==> config.mk <==
export PLATFORM = sky130hd
export DESIGN_NAME = stopwatch_core
export DESIGN_NICKNAME = d
export VERILOG_FILES = /design/src/rtl/stopwatch_pkg.sv /design/src/rtl/btn_edge_sync.sv /design/src/rtl/stopwatch_core.sv
export SDC_FILE = /design/constraint.sdc
export NUM_CORES = 1
export LEC_CHECK = 0
export ABC_AREA = 1
export CAP_MARGIN = 20
export CELL_PAD_IN_SITES_DETAIL_PLACEMENT = 1
export CELL_PAD_IN_SITES_GLOBAL_PLACEMENT = 2
export CORE_AREA = 5 5 81 157
export DETAILED_ROUTE_END_ITERATION = 12
export DIE_AREA = 0 0 86 162
export PLACE_DENSITY_LB_ADDON = 0.1
export SYNTH_ARGS = -nofsm -noshare
export SYNTH_HDL_FRONTEND = slang
export SYNTH_HIERARCHICAL = 1
export SYNTH_SLANG_ARGS = --single-unit
==> constraint.sdc <==
create_clock -name sysclk -period 1.73 [get_ports sysclk]
set_input_delay 0.346 -clock sysclk [delete_from_list [all_inputs] [get_ports sysclk]]
set_output_delay 0.346 -clock sysclk [all_outputs]
set_load 0.01 [all_outputs]
==> src/rtl/stopwatch_pkg.sv <==
// -----------------------------------------------------------------------------
// stopwatch_pkg
//   Shared types and constants for the stopwatch core.
//   - sw_state_t : controller state encoding (IDLE/RUN/PAUSE/LAP)
//   - CNT_W      : width of the display count (0..9999 fits in 14 bits)
//   - div_width  : bit width needed for a prescaler counting 0..div-1
// -----------------------------------------------------------------------------
package stopwatch_pkg;

  localparam int unsigned CNT_W = 14;

  typedef enum logic [1:0] {
    IDLE  = 2'd0,
    RUN   = 2'd1,
    PAUSE = 2'd2,
    LAP   = 2'd3
  } sw_state_t;

  // Bits needed to hold 0..div-1; never less than one bit.
  function automatic int unsigned div_width(input int unsigned div);
    if (div < 2) begin
      return 1;
    end
    return $clog2(div);
  endfunction

endpackage

==> src/rtl/btn_edge_sync.sv <==
// -----------------------------------------------------------------------------
// btn_edge_sync
//   Brings an asynchronous, already-debounced button level into the sysclk
//   domain through a 2-FF synchronizer and emits a single-cycle pulse on each
//   rising edge. The pulse is registered, so it appears 3 sysclk edges after
//   the button rises; holding the button yields exactly one pulse.
//
// Ports
//   sysclk   in  system clock (rising edge)
//   i_rst_n  in  asynchronous active-low reset
//   btn      in  asynchronous button level, active-high
//   pulse    out one-cycle pulse per button press
// -----------------------------------------------------------------------------
module btn_edge_sync (
  input  logic sysclk,
  input  logic i_rst_n,
  input  logic btn,
  output logic pulse
);

  logic meta;
  logic sync;
  logic sync_d;

  always_ff @(posedge sysclk or negedge i_rst_n) begin
    if (!i_rst_n) begin
      meta   <= 1'b0;
      sync   <= 1'b0;
      sync_d <= 1'b0;
      pulse  <= 1'b0;
    end else begin
      meta   <= btn;
      sync   <= meta;
      sync_d <= sync;
      pulse  <= sync & ~sync_d;
    end
  end

endmodule

==> src/rtl/stopwatch_core.sv <==
// -----------------------------------------------------------------------------
// stopwatch_core
//   Hundredths-of-a-second stopwatch producing the binary display value
//   (0..MAX_COUNT, i.e. seconds*100 + centiseconds) for the 4-digit FND driver.
//   Two buttons: run/stop and lap/clear. Lap freezes the display while the
//   count keeps running.
//
// Parameters
//   CLK_HZ    sysclk frequency in Hz
//   TICK_HZ   count increment rate in Hz (CLK_HZ/TICK_HZ must be an integer >= 2)
//   MAX_COUNT last count value before wrapping to 0
//
// Ports
//   sysclk         in  system clock
//   i_rst_n        in  asynchronous active-low reset
//   i_btnRunStop   in  run/stop button level (debounced, async)
//   i_btnLapClear  in  lap/clear button level (debounced, async)
//   o_fndData      out registered display value
//   o_running      out high in RUN or LAP
//   o_lap          out high in LAP
// -----------------------------------------------------------------------------
module stopwatch_core
  import stopwatch_pkg::*;
#(
  parameter int unsigned CLK_HZ    = 100_000_000,
  parameter int unsigned TICK_HZ   = 100,
  parameter int unsigned MAX_COUNT = 9999
) (
  input  logic             sysclk,
  input  logic             i_rst_n,
  input  logic             i_btnRunStop,
  input  logic             i_btnLapClear,
  output logic [CNT_W-1:0] o_fndData,
  output logic             o_running,
  output logic             o_lap
);

  localparam int unsigned          DIV        = CLK_HZ / TICK_HZ;
  localparam int unsigned          PRESC_W    = div_width(DIV);
  localparam logic [PRESC_W-1:0]   PRESC_LAST = PRESC_W'(DIV - 1);
  localparam logic [CNT_W-1:0]     CNT_LAST   = CNT_W'(MAX_COUNT);

  // ---------------------------------------------------------------------------
  // Button synchronizers
  // ---------------------------------------------------------------------------
  logic rs_p;
  logic lc_p;
  logic lc_act;

  btn_edge_sync u_sync_rs (
    .sysclk  (sysclk),
    .i_rst_n (i_rst_n),
    .btn     (i_btnRunStop),
    .pulse   (rs_p)
  );

  btn_edge_sync u_sync_lc (
    .sysclk  (sysclk),
    .i_rst_n (i_rst_n),
    .btn     (i_btnLapClear),
    .pulse   (lc_p)
  );

  // Run/stop wins when both pulses land in the same cycle.
  assign lc_act = lc_p & ~rs_p;

  // ---------------------------------------------------------------------------
  // State and datapath registers
  // ---------------------------------------------------------------------------
  sw_state_t          state;
  sw_state_t          state_next;
  logic [PRESC_W-1:0] presc;
  logic [PRESC_W-1:0] presc_next;
  logic [CNT_W-1:0]   count;
  logic [CNT_W-1:0]   count_next;
  logic [CNT_W-1:0]   lap_val;
  logic [CNT_W-1:0]   lap_next;
  logic               counting;
  logic               tick;
  logic               clear;

  logic [CNT_W-1:0]   fnd_next;
  logic               running_next;
  logic               lap_flag_next;

  // State register
  always_ff @(posedge sysclk or negedge i_rst_n) begin
    if (!i_rst_n) begin
      state <= IDLE;
    end else begin
      state <= state_next;
    end
  end

  // Next-state logic
  always_comb begin
    state_next = state;
    case (state)
      IDLE: begin
        if (rs_p) state_next = RUN;
      end
      RUN: begin
        if (rs_p)        state_next = PAUSE;
        else if (lc_act) state_next = LAP;
      end
      LAP: begin
        if (rs_p)        state_next = PAUSE;
        else if (lc_act) state_next = RUN;
      end
      PAUSE: begin
        if (rs_p)        state_next = RUN;
        else if (lc_act) state_next = IDLE;
      end
      default: state_next = IDLE;
    endcase
  end

  // Prescaler, count and lap capture. Decisions use the current state, so the
  // edge that leaves RUN/LAP still advances the prescaler/count once, and the
  // edge that leaves PAUSE for RUN keeps the held prescaler value.
  always_comb begin
    counting   = (state == RUN) || (state == LAP);
    tick       = counting && (presc == PRESC_LAST);
    clear      = (state == PAUSE) && lc_act;
    presc_next = presc;
    count_next = count;
    lap_next   = lap_val;

    if ((state == IDLE) || clear) begin
      presc_next = '0;
      count_next = '0;
    end else if (counting) begin
      presc_next = tick ? '0 : presc + 1'b1;
      if (tick) begin
        count_next = (count == CNT_LAST) ? '0 : count + 1'b1;
      end
    end

    // Lap captures the pre-increment count.
    if ((state == RUN) && lc_act) begin
      lap_next = count;
    end
  end

  always_ff @(posedge sysclk or negedge i_rst_n) begin
    if (!i_rst_n) begin
      presc   <= '0;
      count   <= '0;
      lap_val <= '0;
    end else begin
      presc   <= presc_next;
      count   <= count_next;
      lap_val <= lap_next;
    end
  end

  // Output decode from next values so the registered outputs track the
  // count/lap with a single cycle of latency.
  always_comb begin
    fnd_next      = (state_next == LAP) ? lap_next : count_next;
    running_next  = (state_next == RUN) || (state_next == LAP);
    lap_flag_next = (state_next == LAP);
  end

  always_ff @(posedge sysclk or negedge i_rst_n) begin
    if (!i_rst_n) begin
      o_fndData <= '0;
      o_running <= 1'b0;
      o_lap     <= 1'b0;
    end else begin
      o_fndData <= fnd_next;
      o_running <= running_next;
      o_lap     <= lap_flag_next;
    end
  end

endmodule

# Word level (Yosys, flattened, before mapping)
# Cells that the tools add are included.
# classes
n_addsub,2
eq_ne,7
mux,17
bitwise_logic,6
reduce_logical,8
# op_table
op,n
$mux W14,6
$mux W20,3
$add A20 B1 Y20 const B,1
$eq A20 B20 Y1 const B,1
$add A14 B1 Y14 const B,1
$eq A14 B14 Y1 const B,1
$mux W2,7
$pmux W2 S4,1
$eq A2 B2 Y1 const B,3
$eq A2 B1 Y1 const B,2
$and A1 B1 Y1,3
$logic_and A1 B1 Y1,3
$logic_or A1 B1 Y1,3
$not A1 Y1,3
$logic_not A2 Y1,1
$reduce_bool A2 Y1,1
# totals
reg_bits,74
inputBits,4

# Logic depth before layout (Yosys ltp)
# logic_depth
word_depth,7
ltp_mapped,11
depth_no_buf,9

# Cells and area by module
# Netlist, hierarchy kept.
# modules_own_cells
module,instances,cells_per_inst,area_each_um2,seq_area_each_um2
stopwatch_core,1,479,3659.8,1651.6
btn_edge_sync,2,6,110.1,100.1

# Worst setup path after synthesis
# No wires, ideal clock.
# synth_timing
path_kind,register to register
startpoint,register presc[0]
endpoint,register count[13]
setup_time_ns,0.120
t_arrival_ns,1.436
required_ns,1.610
slack_ns,0.175
path_stages_with_launch,9
n_path_buf,1
path_cell_list,dfrtp_1 > ha_1 > nand3_4 > nor2_8 > nand3_2 > nor2_4 > buf_6 > nand3_2 > and3_1
# synth_via
elab_chain_cells,5
# synth_lines
element,line_no,text
from (decl),stopwatch_core.sv:72,logic [PRESC_W-1:0] presc;
from (signal assigned),stopwatch_core.sv:151,presc <= presc_next;
$eq A20 B20 Y1,stopwatch_core.sv:123,tick = counting && (presc == PRESC_LAST);
$logic_and A1 B1 Y1,stopwatch_core.sv:123,
$mux W14,stopwatch_core.sv:134,if (tick) begin
$mux W14,stopwatch_core.sv:132,end else if (counting) begin
$mux W14,stopwatch_core.sv:129,if ((state == IDLE) || clear) begin
named net count_next[13],stopwatch_core.sv:75,logic [CNT_W-1:0] count_next;
to (signal assigned),stopwatch_core.sv:152,count <= count_next;
to (decl),stopwatch_core.sv:74,logic [CNT_W-1:0] count;
# The timed path passes the listed nets, and every way through them passes these cells.
# A chain may end at the register's enable or synchronous reset.

# Final worst setup path
# layout_timing
startpoint,register presc[0]
endpoint,register count[8]
# The elaborated chain is that of the path after synthesis.

==> flow_summary_export.csv <==
group,metric,value,unit
status,status,"finished, violations left",
status,violations,"negative setup slack",
floorplanning,core.rowCount,55,
drt,viasPerCell,4.97,
layout,drive_gt1_share,22.7,%
synth,synth_top_area_share,47.7,%
synth,synth_fp_nets,497,
power_and_ir_drop,p_seq_share,39.0,%
place,place_ws,-0.107,ns
drt,routedWlPerCell,17.8,um
timing,fin_crit,1.75,ns
timing,setup_ws,-0.0161,ns
hold_path,holdCritPathClass,"flip-flop to flip-flop",
synth,yosysSeqAreaShare,47.7,%
setup_path,rrSetupSlack,-0.02,ns
power_and_ir_drop,p_per_area,972,mW/mm2
power_and_ir_drop,p_int,3.32,mW
synth,synthArstFlopShare,100,%
layout,diodes,0,
power_and_ir_drop,power.share.clock,37.5,%
synth,synth_top_cells_by_area,"dfrtp_1 (48%), nand2_1 (14%), nor2_1 (5.6%), nand3_1 (4.3%), inv_1 (4.2%)",
setup_path,crit-reg2reg-capture,"count[8]$_DFF_PN0_",
clock_network,h-tree-depth,3,
clock_network,cts.clk_slew.worst_paths,0.06,ns
drt,antenna_left,0,
floorplanning,die_area,0.0139,mm2
timing,setup_violations,3,
place,placed_area,0.00452,mm2
setup_path,path_max_fanout,6,
synth,synth_ff_type,"dfrtp_1",
timing,report.final.slew_viol_count,0,
synth,ys_top_cells_by_count,"nand2_1 (144), dfrtp_1 (74), nor2_1 (58)",
timing,finalClockSkew,0.00434,ns
layout,fin_nets,573,
place,port_buffers,19,
clock_network,clockBufferDepth,2,
grt,grt_overflow_total,0,
setup_path,cp.arrival,1.97,ns
setup_path,crit_required,1.96,ns
floorplanning,core_area,0.0114,mm2
place,gp_congestion,0.872,
grt,grt_start_max_net_pins,44,
floorplanning,io_pins,20,
power_and_ir_drop,power_leakage,2.30,nW
clock_network,insertion_delay,0.34,ns
drt,wirelength,12.7,mm
grt,grt_pass1_vias,3816,
hold_path,whs_path_depth,0,
synth,syn_inst,491,
synth,yosysMostFrequentCell,"nand2_1",
synth,synth_warnings,6,
setup_path,cp-end-kind,"flip-flop",
setup_path,start_kind,"flip-flop",
power_and_ir_drop,vdd_drop_max,0.543,mV
layout,syn_to_final_growth,30.3,%
drt,firstDrtPassIters,4,
power_and_ir_drop,power_switching,1.60,mW
drt,num_vias,3546,
timing,slew_headroom,72.9,%
synth,synth_edf_count,0,
synth,ys_ff_latch,74,
grt,antenna_found_initial,0,
hold_path,min-delay-start,"u_sync_lc/meta$_DFF_PN0_",
grt,grt_pass1_wl,20.0,mm
setup_path,setup.worst_path.class,"flip-flop to flip-flop",
place,dp_hpwl,9.72,mm
timing,setup-tns-final,-0.0328,ns
clock_network,cts_tree,"done",
setup_path,r2r-start,"presc[0]$_DFFE_PN0P_",
clock_network,clockRootBuffer,"clkbuf_16",
timing,fmax,573,MHz
synth,yosysTopAreaCell,"dfrtp_1",
power_and_ir_drop,combPwrFrac,23.4,%
synth,syn-cell-area,0.00388,mm2
timing,finalCritPeriodShare,101,%
power_and_ir_drop,netSwitchingFraction,32.5,%
grt,grt_usage,19.0,%
clock_network,cts_buffers,9,
floorplanning,dieWidth,86,um
timing,tightest_slew,0.405,ns
synth,avgSynthCellArea,7.90,um2
timing,finalHoldViolCount,0,
setup_path,worstRegToRegCells,9,
layout,fin_area,0.00506,mm2
floorplanning,start_util,34.2,%
synth,synth_cell_types,33,
flow_run,cap_violations,0,
hold_path,min_to,"u_sync_lc/sync$_DFF_PN0_",
timing,rsz0062_at_grt,"true",
clock_network,clock_sinks,74,
drt,drc_errors,0,
drt,drt_iter0_drc,102,
floorplanning,die_y,162,um
[registers in the layout, indices dropped and copies added (netlist names), 2 cells and up]
register / count
count: 14
lap_val: 14
o_fndData: 14
presc: 20
state: 2
[metal layers]
layer | global-route usage (%) | routed length, um
met1 | 17.8 | 4390
met5 | 0 | 0
met2 | 39.1 | 7790
met3 | 3.20 | 217
met4 | 6.63 | 313
[area by class of cell]
class                           count  area, um2
Timing Repair Buffer               76        681
Inverter                           48        180
Multi-Input combinational cell    358       1870
Clock buffer                       12        267
Clock inverter                      4       25.0
Tap cell                          142        178
Fill cell                        1420       6300
Sequential cell                    74       1860
[cell usage in the layout, fill, tap and decap left out, drive strengths merged]
cell type and instances:
o22ai 6, nor3 10, nand3b 1, nand4 19
nor2 71, dfrtp 74, nand2 151, inv 48
o21ai 34, and3 3, buf 56, clkdlybuf4s50 18
clkbuf 13, nand3 40, mux2 1, and2 2
dlygate4sd3 1, xor2 8, a21oi 7, clkinvlp 2
clkinv 2, o21a 1, nor3b 1, a22o 1
ha 2
[power groups by stage]
stage | Sequential, mW | Clock, mW | Combinational, mW
floorplan | 1.92 | 0 | 0.592
global placement | 1.93 | 0 | 1.02
detailed placement | 1.94 | 0 | 1.02
CTS | 1.91 | 1.89 | 1.05
global route | 1.93 | 1.98 | 1.24
finish | 1.92 | 1.84 | 1.15
[how the worst max path moves through the flow]
stage	startpoint	end	slack, ns	depth (start not counted)
5_1_grt	presc[1]$_DFFE_PN0P_	count[13]$_DFF_PN0_	-0.11	10
3_5_place_dp	state[0]$_DFF_PN0_	presc[11]$_DFFE_PN0P_	-0.11	9
6_report	presc[0]$_DFFE_PN0P_	count[8]$_DFF_PN0_	-0.02	9
3_3_place_gp	state[0]$_DFF_PN0_	presc[1]$_DFFE_PN0P_	-0.08	8
4_1_cts	presc[0]$_DFFE_PN0P_	o_fndData[0]$_DFF_PN0_	-0.01	11
2_1_floorplan	presc[0]$_DFFE_PN0P_	count[13]$_DFF_PN0_	0.17	8
[through the flow]
step	cells	hold slack, ns	util, %	power [mW]
after floorplan	491	0.0504	-	2.51
after global placement	686	0.206	39.8	2.95
after detailed placement	686	0.210	39.8	2.96
after CTS	703	0.354	42.6	4.84
after global routing	714	0.357	44.5	5.15
final	714	0.351	44.5	4.92
[worst max-delay path, stage by stage (launching register included)]
cell and delay [ns]:
dfrtp_1 0.39, ha_4 0.16, nand3_4 0.09, buf_6 0.14, nor2_8 0.15, nand3_4 0.09, nor2_4 0.19, clkbuf_16 0.19
nand2_2 0.06, and3_4 0.17
[cell families (layout without fill, tap and decap cells)]
family,Yosys count,count (layout),synth area share (%)
AND/OR/NAND/NOR,298,298,35.7
flip-flops,74,74,47.7
buffers and inverters,59,140,7.00
AO/OA/AOI/OAI,49,49,6.87
XOR/XNOR,8,8,1.81
adder cells (fa/ha/maj),2,2,0.645
multiplexers,1,1,0.290
[what timing repair did]
item	in CTS	in global routing
endpoints found under the hold margin	11	0
gates resized for setup	4	30
buffers inserted	0	10
hold buffers	1	0
gates cloned	0	1
endpoints found under the setup margin	22	42
pin swaps	0	15
Power figures use the tool's default switching activity.
